## config.mk

```make
export PLATFORM = sky130hd
export DESIGN_NAME = fifo_bwd
export DESIGN_NICKNAME = d
export VERILOG_FILES = /design/src/rtl/fifo_bwd.sv
export SDC_FILE = /design/constraint.sdc
export NUM_CORES = 1
export LEC_CHECK = 0
export BUFFER_PORTS_ARGS = -buffer_cell sky130_fd_sc_hd__buf_2
export CAP_MARGIN = 20
export CORE_MARGIN = 3
export CORE_UTILIZATION = 45
export DETAILED_ROUTE_END_ITERATION = 10
export PLACE_DENSITY_LB_ADDON = 0.25
export SLEW_MARGIN = 30
export SYNTH_ARGS = -nofsm -noshare
export SYNTH_HDL_FRONTEND = slang
export SYNTH_SLANG_ARGS = --single-unit
export TNS_END_PERCENT = 100
```

## constraint.sdc

```tcl
create_clock -name clk -period 2.3 [get_ports clk]
set_input_delay 0.46 -clock clk [delete_from_list [all_inputs] [get_ports clk]]
set_output_delay 0.46 -clock clk [all_outputs]
set_load 0.02 [all_outputs]
```

## src/rtl/fifo_bwd.sv

```systemverilog
// fifo_bwd: two-entry fully registered FIFO (skid buffer) that cuts both the
// forward data/valid path and the backward if_full_n path.
module fifo_bwd #(
    parameter              MEM_STYLE  = "",
    parameter int unsigned DATA_WIDTH = 32,
    parameter int unsigned ADDR_WIDTH = 1,
    parameter int unsigned DEPTH      = 2
) (
    input  logic                  clk,
    input  logic                  reset,
    output logic                  if_full_n,
    input  logic                  if_write_ce,
    input  logic                  if_write,
    input  logic [DATA_WIDTH-1:0] if_din,
    output logic                  if_empty_n,
    input  logic                  if_read_ce,
    input  logic                  if_read,
    output logic [DATA_WIDTH-1:0] if_dout
);
    // State bits are {if_empty_n, if_full_n}, so both flags come straight off flops.
    typedef enum logic [1:0] {
        EMPTY = 2'b01,
        ONE   = 2'b11,
        TWO   = 2'b10
    } state_t;

    // The compatibility parameters are accepted but have no effect on the hardware.
    if (DEPTH < 2 && ADDR_WIDTH < 1 && MEM_STYLE != "") begin : g_compat
    end

    state_t                state, next;
    logic [DATA_WIDTH-1:0] head, skid;
    logic                  wr, rd, load_head, load_skid, shift;

    assign if_empty_n = state[1];
    assign if_full_n  = state[0];
    assign if_dout    = head;
    assign wr = if_write && if_write_ce && if_full_n;
    assign rd = if_read && if_read_ce && if_empty_n;

    always_ff @(posedge clk or posedge reset) begin
        if (reset) begin
            state <= EMPTY;
            head  <= '0;
            skid  <= '0;
        end else begin
            state <= next;
            if (load_head) head <= if_din;
            else if (shift) head <= skid;
            if (load_skid) skid <= if_din;
        end
    end

    always_comb begin
        next      = state;
        load_head = 1'b0;
        load_skid = 1'b0;
        shift     = 1'b0;
        case (state)
            EMPTY: begin
                next      = wr ? ONE : EMPTY;
                load_head = wr;
            end
            ONE: begin
                next      = (wr && !rd) ? TWO : (rd && !wr) ? EMPTY : ONE;
                load_head = wr && rd;
                load_skid = wr && !rd;
            end
            TWO: begin
                next  = rd ? ONE : TWO;
                shift = rd;
            end
            default: next = EMPTY;
        endcase
    end
endmodule
```

# ---- Word-level counts from Yosys, hierarchy flattened
# Index checks and enable logic that the tools add are counted.
# W data, S select, Z words.
dict set report word_totals {
  ff_bits 66
  latchBits 0
  ramBits 0
  rom_bits 0
  inputBits 38
  output_inout_bits 34
  word_cells 26
  n_memories 0
}
dict set report op_classes {
  addsub 0
  multipliers 0
  div_mod_pow 0
  order_cmp 0
  n_eq_ne 3
  shifts 0
  mux 10
  n_bitwise 0
  reduce_logical 10
}
# op n
set op_table {}
lappend op_table {{$mux W32} 2}
lappend op_table {{$logic_and A1 B1 Y1} 7}
lappend op_table {{$mux W2} 3}
lappend op_table {{$pmux W2 S3} 1}
lappend op_table {{$eq A2 B2 Y1 const B} 2}
lappend op_table {{$mux W1} 3}
lappend op_table {{$eq A2 B1 Y1 const B} 1}
lappend op_table {{$logic_not A1 Y1} 2}
lappend op_table {{$pmux W1 S2} 1}
lappend op_table {{$reduce_bool A2 Y1} 1}

# ---- Depth between registers and ports, before layout
# Gate-level depths: netlist (run 1).
dict set report depth {
  depth_word 7
  depth_mapped 6
  mapped_depth_nobuf 3
}

# ---- Least setup slack after synthesis (run 1)
# No wires, ideal clock.
dict set report synth_path {
  path_kind {register -> register}
  from {register state[0]}
  to {register skid[0]}
  setup_time_ns 0.125
  t_arrival_ns 1.587
  required_ns 2.175
  slack_ns 0.588
  stages_incl_launch_ff 7
  n_path_buf 3
  period_less_slack_ns 1.712
  cell_sequence {dfstp_2 buf_2 and3_1 nand2b_4 buf_6 buf_12 mux2_4}
}
dict set report synth_between {
  elab_chain_cells 3
  word_cells_on_any_way 4
  classes_between {eq/ne (1); mux (1); reduce/logical (2)}
}
# item line
set synth_rtl {}
lappend synth_rtl {{start: declaration} 31} ;# state_t state, next;
lappend synth_rtl {{start signal: assignment} 47} ;# state <= next;
lappend synth_rtl {{$logic_and A1 B1 Y1} 38} ;# assign wr = if_write && if_write_ce && if_full_n;
lappend synth_rtl {{$logic_and A1 B1 Y1} 67} ;# load_skid = wr && !rd;
lappend synth_rtl {{$mux W1 *} 59} ;# case (state)
lappend synth_rtl {{end signal: assignment} 50} ;# if (load_skid) skid <= if_din;
lappend synth_rtl {{end: declaration} 32} ;# logic [DATA_WIDTH-1:0] head, skid;
# Mark *: on every way between the ends. The rest lies on a longest branch, timed or not.
# A chain may end at the register's enable or synchronous reset.

# ---- Worst setup path in the final report (run 1)
dict set report layout_path {
  from {register state[0]}
  to {register skid[23]}
}
# Same word-level chain as after synthesis.

==> results of run 1 <==
-- per-stage QoR --
step           hold slack, ns    util
2_1_floorplan          0.4803       -
3_3_place_gp           0.4904  0.5365
3_5_place_dp           0.4933  0.5365
4_1_cts                0.2008  0.5581
5_1_grt                0.2178  0.5581
6_report               0.1961  0.5581
-- per-layer routing --
metal,vias to the layer above,wire length [µm]
met5,-,0
li1,1168,-
met2,83,3478
met1,1210,3942
met3,11,407
met4,0,99
-- final cells by class --
cell class | count | area (µm²)
Timing Repair Buffer | 79 | 440.4
Clock inverter | 4 | 20.02
Clock buffer | 11 | 131.4
Tap cell | 96 | 120.1
Inverter | 2 | 7.507
Fill cell | 627 | 3102
Multi-Input combinational cell | 170 | 1545
Sequential cell | 66 | 1653
-- flip-flops by register name (all words and copies together), names as in the netlist --
| register | cells |
|---|---|
| state | 2 |
| skid | 32 |
| if_dout | 32 |
-- how the worst max path moves through the flow --
stage	slack, ns	start	cells past startpoint	endpoint
floorplan	0.19	reset	1	if_dout[0]$_DFFE_PP0P_
global placement	0.49	if_write	4	skid[9]$_DFFE_PP0P_
detailed placement	0.48	if_write	4	skid[8]$_DFFE_PP0P_
CTS	0.48	state[0]$_DFF_PP1_	3	skid[23]$_DFFE_PP0P_
global route	0.39	state[0]$_DFF_PP1_	3	skid[5]$_DFFE_PP0P_
finish	0.47	state[0]$_DFF_PP1_	3	skid[23]$_DFFE_PP0P_
-- logic make-up (layout without fill, tap and decap cells) --
| kind of cell | after synthesis | after routing | synth area share |
|---|---|---|---|
| compound gates | 100 | 100 | 0.2098 |
| flops | 66 | 66 | 0.4887 |
| simple gates | 38 | 38 | 0.1062 |
| buf+inv | 33 | 96 | 0.05549 |
| mux | 32 | 32 | 0.1398 |
-- cells in the final DEF, fill, tap and decap left out --
master and n:
a21bo_2 1, a21o_2 1, a21oi_1 32, and3_1 2, buf_12 2, buf_2 71, buf_4 6, clkbuf_1 2
clkbuf_8 9, clkinv_2 4, dfrtp_1 65, dfstp_2 1, inv_1 1, inv_2 1, mux2_2 2, mux2_4 30
nand2_1 2, nand2b_4 1, nand3_1 1, nor4bb_1 32, o21ai_0 31, o21ai_1 2, o21ai_2 1, o221a_2 32
-- power by group --
| group | leakage, nW | switching [mW] | internal [mW] |
|---|---|---|---|
| Clock | 0.0827 | 0.424 | 0.378 |
| Sequential | 0.789 | 0.362 | 1.66 |
| Combinational | 0.953 | 0.882 | 0.904 |
| Total | 1.83 | 1.67 | 2.94 |
-- worst max-delay path, stage by stage, from the launching register on --
cell	delay (ns)
dfstp_2	0.65
and3_1	0.25
nand2b_4	0.36
mux2_4	0.43
==> run metrics, run 1 <==
fraction of met1 tracks used by global routing=0.2924; violation count after the first detailed-routing iteration=177; cell taking the most area after synthesis=dfrtp_1; HPWL reported at the end of detailed placement=4554 µm; routing usage on met3=0.03737; prevailing post-synth register cell=dfrtp_1; R2R setup slack=0.47 ns; number of sinks driven by the clock tree=66; total detailed-routing wirelength=7928 µm; final worst path period share=0.7942; highest clock rate=0.5474 GHz; ANT cells=0; Cell variety after synth=21; grt ovf=0; Routed Antenna Nets=0; Syn Area/Cell=12.57 µm²; pin slew with the least headroom to its limit=0.6316 ns; number of maximum-capacitance constraint violations=0; Vias=2472; number of buffers inserted for hold repair after clock tree synthesis=0; type of element capturing the critical path=register; DRC violations left=0; share of synthesized flip-flops with an asynchronous set or reset=1.000; router iterations before antenna repair=4; standby leakage power=1.825 nW; Crit path required time=2.52 ns; Floorplan Core Area=7019 µm²; area growth from synthesis to final layout=15.83%; status=finished, final reports clean; Slew Limit Fails=0; I/O pin total=72; post-synthesis sequential element count=66; Resized cells post-CTS=0; number of H-tree levels=3; Final setup viols=0; depth of the worst register-to-register path=3; startpoint type of the worst setup path=register; final weighted congestion of routability-driven global placement=0.7416; largest net degree at the start of global routing=67; number of nets in the synthesized netlist=307; Final Instance Area=3918 µm²; share of final-layout standard cells stronger than drive strength 1=0.4880; final standard cell count with taps included and fillers excluded=428; post-layout min period=1.827 ns; Initial Util=0.4818; Crit Path Max Fanout=32; path type of the worst setup path=register to register; cell with the most instances after synthesis=dfrtp_1; die area=8591 µm²; overall fraction of global-route tracks in use=0.1958; Vert. Die Dim=92.69 µm; IO Port Bufs=71; Total Power Consumption=4.612 mW; unrepaired setup endpoints after global routing=false; worst slack at placement=0.4799 ns; final setup TNS=0 ns; number of enable flip-flop cells after synthesis=0; Via density=5.776; clock transition time at the flip-flop clock pins of the worst setup and hold paths=0.07 ns; width of the die=92.69 µm; Max-Slew Margin vs Limit=0.5789; clock tree from TritonCTS=built; Placed Cells incl. Taps=413; layer with the highest usage after global routing=met1; final-report hold violation count=0; launch instance of the worst register-to-register path=state[0]$_DFF_PP1_; clock network latency to the later pin of the worst-skew pair=0.34 ns; post-route clock skew=0.005860 ns; post-synth design cell area=3382 µm²; share of the synthesized area in the top cell type=0.4809; Max Buffers Root-to-Sink=2; Total Nets Final=366; # Post-CTS Setup Buffers=0; Synth area leaders=dfrtp_1 48%, mux2_4 13%, o221a_2 11%; crit path DAT=2.04 ns; clock root buffer=clkbuf_8; Tightest Hold Check Type=primary input to asynchronous set/reset pin; PD cells=1177 nW/µm²; placed inst area=3766 µm²; number of instances in the synthesized netlist=269; number of global-route vias before repair=2560; critical register-to-register path endpoint=skid[23]$_DFFE_PP0P_; global-route wire length before repair=13270 µm; initial antenna violation count=0; number of warning messages in the yosys log=0; Max VDD drop=0.6627 mV; worst-case setup margin in the final layout=0.4732 ns; met2 usage=0.2810; Commonest cells post-synth=65 x dfrtp_1, 32 x a21oi_1, 32 x nor4bb_1, 32 x o221a_2, 31 x o21ai_0; total CTS buffers=9; number of placement rows=30; share of synthesized area occupied by flip-flops and latches=0.4887; routed wire length per instance=18.52 µm
(Power assumes the default switching activity.)
==> inputs of run 2 (changes only) <==
--- a/config.mk
+++ b/config.mk
@@ -5,6 +5,7 @@
 export SDC_FILE = /design/constraint.sdc
 export NUM_CORES = 1
 export LEC_CHECK = 0
+export ABC_AREA = 1
 export BUFFER_PORTS_ARGS = -buffer_cell sky130_fd_sc_hd__buf_2
 export CAP_MARGIN = 20
 export CORE_MARGIN = 3
==> constraint.sdc (replaced) <==
create_clock -name clk -period 1.5 [get_ports clk]
set_input_delay 0.3 -clock clk [delete_from_list [all_inputs] [get_ports clk]]
set_output_delay 0.3 -clock clk [all_outputs]
set_load 0.02 [all_outputs]
==> run 2 against run 1 <==
Against the previous run: cell count up 27%; count of clock-buffer cells in the layout up 1; synthesized area decreased by 11%; core utilization grew 1.9 points; global-route usage shrank 0.70 points; critical path type unchanged; largest power group unchanged.
==> run metrics, run 2 <==
cell taking the most area after synthesis=dfrtp_1; Core Util, Final=0.5774 (+0.01933); worst slack at placement=0.09774 ns (-0.3822 ns); Total Power Consumption=6.549 mW (+42%); share of the synthesized area in the top cell type=0.5374 (+0.05647); Syn Area/Cell=7.801 µm² (-38%); worst-case setup margin in the final layout=0.08940 ns (-0.3838 ns); fraction of power spent switching nets=0.3752 (+0.01348); grt ovf=0 (unchanged); violation count after the first detailed-routing iteration=109 (-38%); final weighted congestion of routability-driven global placement=0.7277 (-1.9%); number of placement rows=29 (-3.3%); Crit Path Max Fanout=14 (-56%); share of synthesized area occupied by flip-flops and latches=0.5461 (+0.05738); number of warning messages in the yosys log=0 (unchanged); clock group share of total power=0.199 (+0.025); Via density=4.625 (-20%); number of maximum-capacitance constraint violations=0 (unchanged); status=finished, final reports clean; HPWL reported at the end of detailed placement=4710 µm (+3.4%); die area=7746 µm² (-9.8%); number of nets in the synthesized netlist=426 (+39%); final standard cell count with taps included and fillers excluded=544 (+27%); overall fraction of global-route tracks in use=0.1888 (-0.007042); total CTS buffers=9 (unchanged); internal power=4.092 mW (+39%); Max-Slew Margin vs Limit=0.6903 (+0.1114); prevailing post-synth register cell=dfrtp_1; number of H-tree levels=3 (unchanged); final-report hold violation count=0 (unchanged); Tightest Hold Check Type=primary input to register; final worst path period share=0.9404 (+0.1462); ANT cells=0 (unchanged); placed inst area=3533 µm² (-6.2%); Max VDD drop=0.8942 mV (+35%); sequential share of power=0.437 (-0.002); post-synthesis sequential element count=66 (unchanged); Routed Antenna Nets=0 (unchanged); highest clock rate=0.7089 GHz (+30%); filler instances=592 (-5.6%); switching power of the nets=2.457 mW (+47%); path type of the worst setup path=register to register; area growth from synthesis to final layout=22.53%; Floorplan Core Area=6422 µm² (-8.5%); leading cell type in the layout, fill and taps excluded=nand2_1; Cell variety after synth=19 (-9.5%); routed wire length per instance=12.12 µm (-35%); Crit path required time=1.77 ns (-0.75 ns); width of the die=88.01 µm (-5.0%); number of global-route vias before repair=2385 (-6.8%); commonest cells after routing, fill and taps aside=166 x nand2_1, 71 x buf_2, 65 x dfrtp_1; Gate power share=0.363 (-0.024); final-layout worst hold slack=0.1940 ns (-0.002090 ns); unrepaired setup endpoints after global routing=false; Final Instance Area=3709 µm² (-5.3%); clock root buffer=clkbuf_8; I/O pin total=72 (unchanged); Final setup viols=0 (unchanged); number of sinks driven by the clock tree=66 (unchanged); DRC violations left=0 (unchanged); clock network latency to the later pin of the worst-skew pair=0.33 ns (about the same); pin slew with the least headroom to its limit=0.4635 ns (-0.1681 ns); total detailed-routing wirelength=6593 µm (-17%); number of instances in the synthesized netlist=388 (+44%); crit path DAT=1.68 ns (-0.36 ns); share of final-layout standard cells stronger than drive strength 1=0.2248 (-0.2631); global-route wire length before repair=11270 µm (-15%); post-synth design cell area=3027 µm² (-11%); share of synthesized flip-flops with an asynchronous set or reset=1.000 (unchanged); number of enable flip-flop cells after synthesis=0 (unchanged); cell with the most instances after synthesis=nand2_1; startpoint type of the worst setup path=register; Placed Cells incl. Taps=531 (+29%); largest net degree at the start of global routing=39 (-42%); type of element capturing the critical path=register; final setup TNS=0 ns (unchanged); initial antenna violation count=0 (unchanged); IO Port Bufs=71 (unchanged); Total Nets Final=504 (+38%); Vias=2516 (+1.8%); clock tree from TritonCTS=built; Initial Util=0.4713 (-0.01055); router iterations before antenna repair=4 (unchanged); Commonest cells post-synth=166 x nand2_1, 65 x dfrtp_1, 65 x inv_1; PD cells=1766 nW/µm² (+50%); Vert. Die Dim=88.01 µm (-5.0%); post-route clock skew=0.007072 ns (+0.001212 ns); standby leakage power=2.144 nW (+17%); Max Buffers Root-to-Sink=2 (unchanged); Synth area leaders=dfrtp_1 54%, nand2_1 21%, inv_1 8.1%; clock transition time at the flip-flop clock pins of the worst setup and hold paths=0.06 ns (about the same); Slew Limit Fails=0 (unchanged); post-layout min period=1.411 ns (-0.4162 ns)
[run 2: cell count changes after synthesis, moves of 3 or more]
| cell | previous run | this run |
|---|---|---|
| inv_1 | 2 | 65 |
| o21ai_1 | 3 | 7 |
| mux2_4 | 30 | 0 |
| buf_12 | 3 | 0 |
| o21ai_0 | 31 | 25 |
| nor4bb_1 | 32 | 0 |
| buf_4 | 0 | 6 |
| o221a_2 | 32 | 0 |
| nand2_1 | 2 | 166 |
| nand3_1 | 1 | 33 |
| a21oi_1 | 32 | 0 |
| clkbuf_1 | 20 | 1 |
[run 2: path summary, 6_finish.rpt]
| path | startpoint | to | slack, ns | depth (start not counted) |
|---|---|---|---|---|
| max | state[0]$_DFF_PP1_ | if_dout[25]$_DFFE_PP0P_ | 0.09 | 7 |
| min | if_din[9] | skid[9]$_DFFE_PP0P_ | 0.19 | 3 |
| max reg2reg | state[0]$_DFF_PP1_ | if_dout[25]$_DFFE_PP0P_ | 0.09 | 7 |
| min reg2reg | if_dout[4]$_DFFE_PP0P_ | if_dout[4]$_DFFE_PP0P_ | 0.48 | 2 |
| max in group asynchronous | reset | if_dout[5]$_DFFE_PP0P_ | 0.48 | 4 |
| min in group asynchronous | reset | skid[23]$_DFFE_PP0P_ | 0.54 | 3 |
[run 2: layout make-up]
cell class / count / area (µm²) / area share
sequential: 66 / 1653 / 0.4457
tap: 77 / 96.34 / 0.02598
clock buffer: 12 / 165.2 / 0.04453
multi-input combinational: 237 / 1001 / 0.2699
timing repair buffer: 85 / 538.0 / 0.1451
inverter: 67 / 255.2 / 0.06883
[run 2: routing by layer]
layer  share of wire  wire length, µm  vias to the layer above  track usage
met1            0.46             3026                     1138       0.2551
met2            0.48             3138                       59       0.2959
met3           0.044              287                       10      0.03481
met4           0.021              140                        0      0.08654
met5               0                0                        -            0
li1                -                -                     1309            -
[run 2: worst max-delay path: stages (launching register included)]
cell and delay (ns):
dfstp_2 0.55, inv_2 0.07, nor2_4 0.13, nand2_2 0.08, nand2_2 0.11, buf_4 0.22, nand3_1 0.12, nand2_1 0.07
[run 2: cell families after synthesis]
logic type	count (synthesis)	synth area share
compound gates	32	0.05291
buf+inv	85	0.1232
flops	66	0.5461
simple gates	205	0.2778
[run 2: power groups by stage]
stage | clock network, mW | logic (mW) | registers [mW]
final | 1.31 | 2.38 | 2.86
after global routing | 1.42 | 2.70 | 2.94
after CTS | 1.33 | 2.42 | 2.87
after detailed placement | 0 | 2.41 | 2.90
after global placement | 0 | 2.35 | 2.89
after floorplan | 0 | 1.03 | 3.43
[run 2: repair_timing]
item                                   4_1_cts  5_1_grt
endpoints found under the hold margin       13        0
setup buffers                                0        0
resized for setup                            0        0
hold buffers                                 1        0
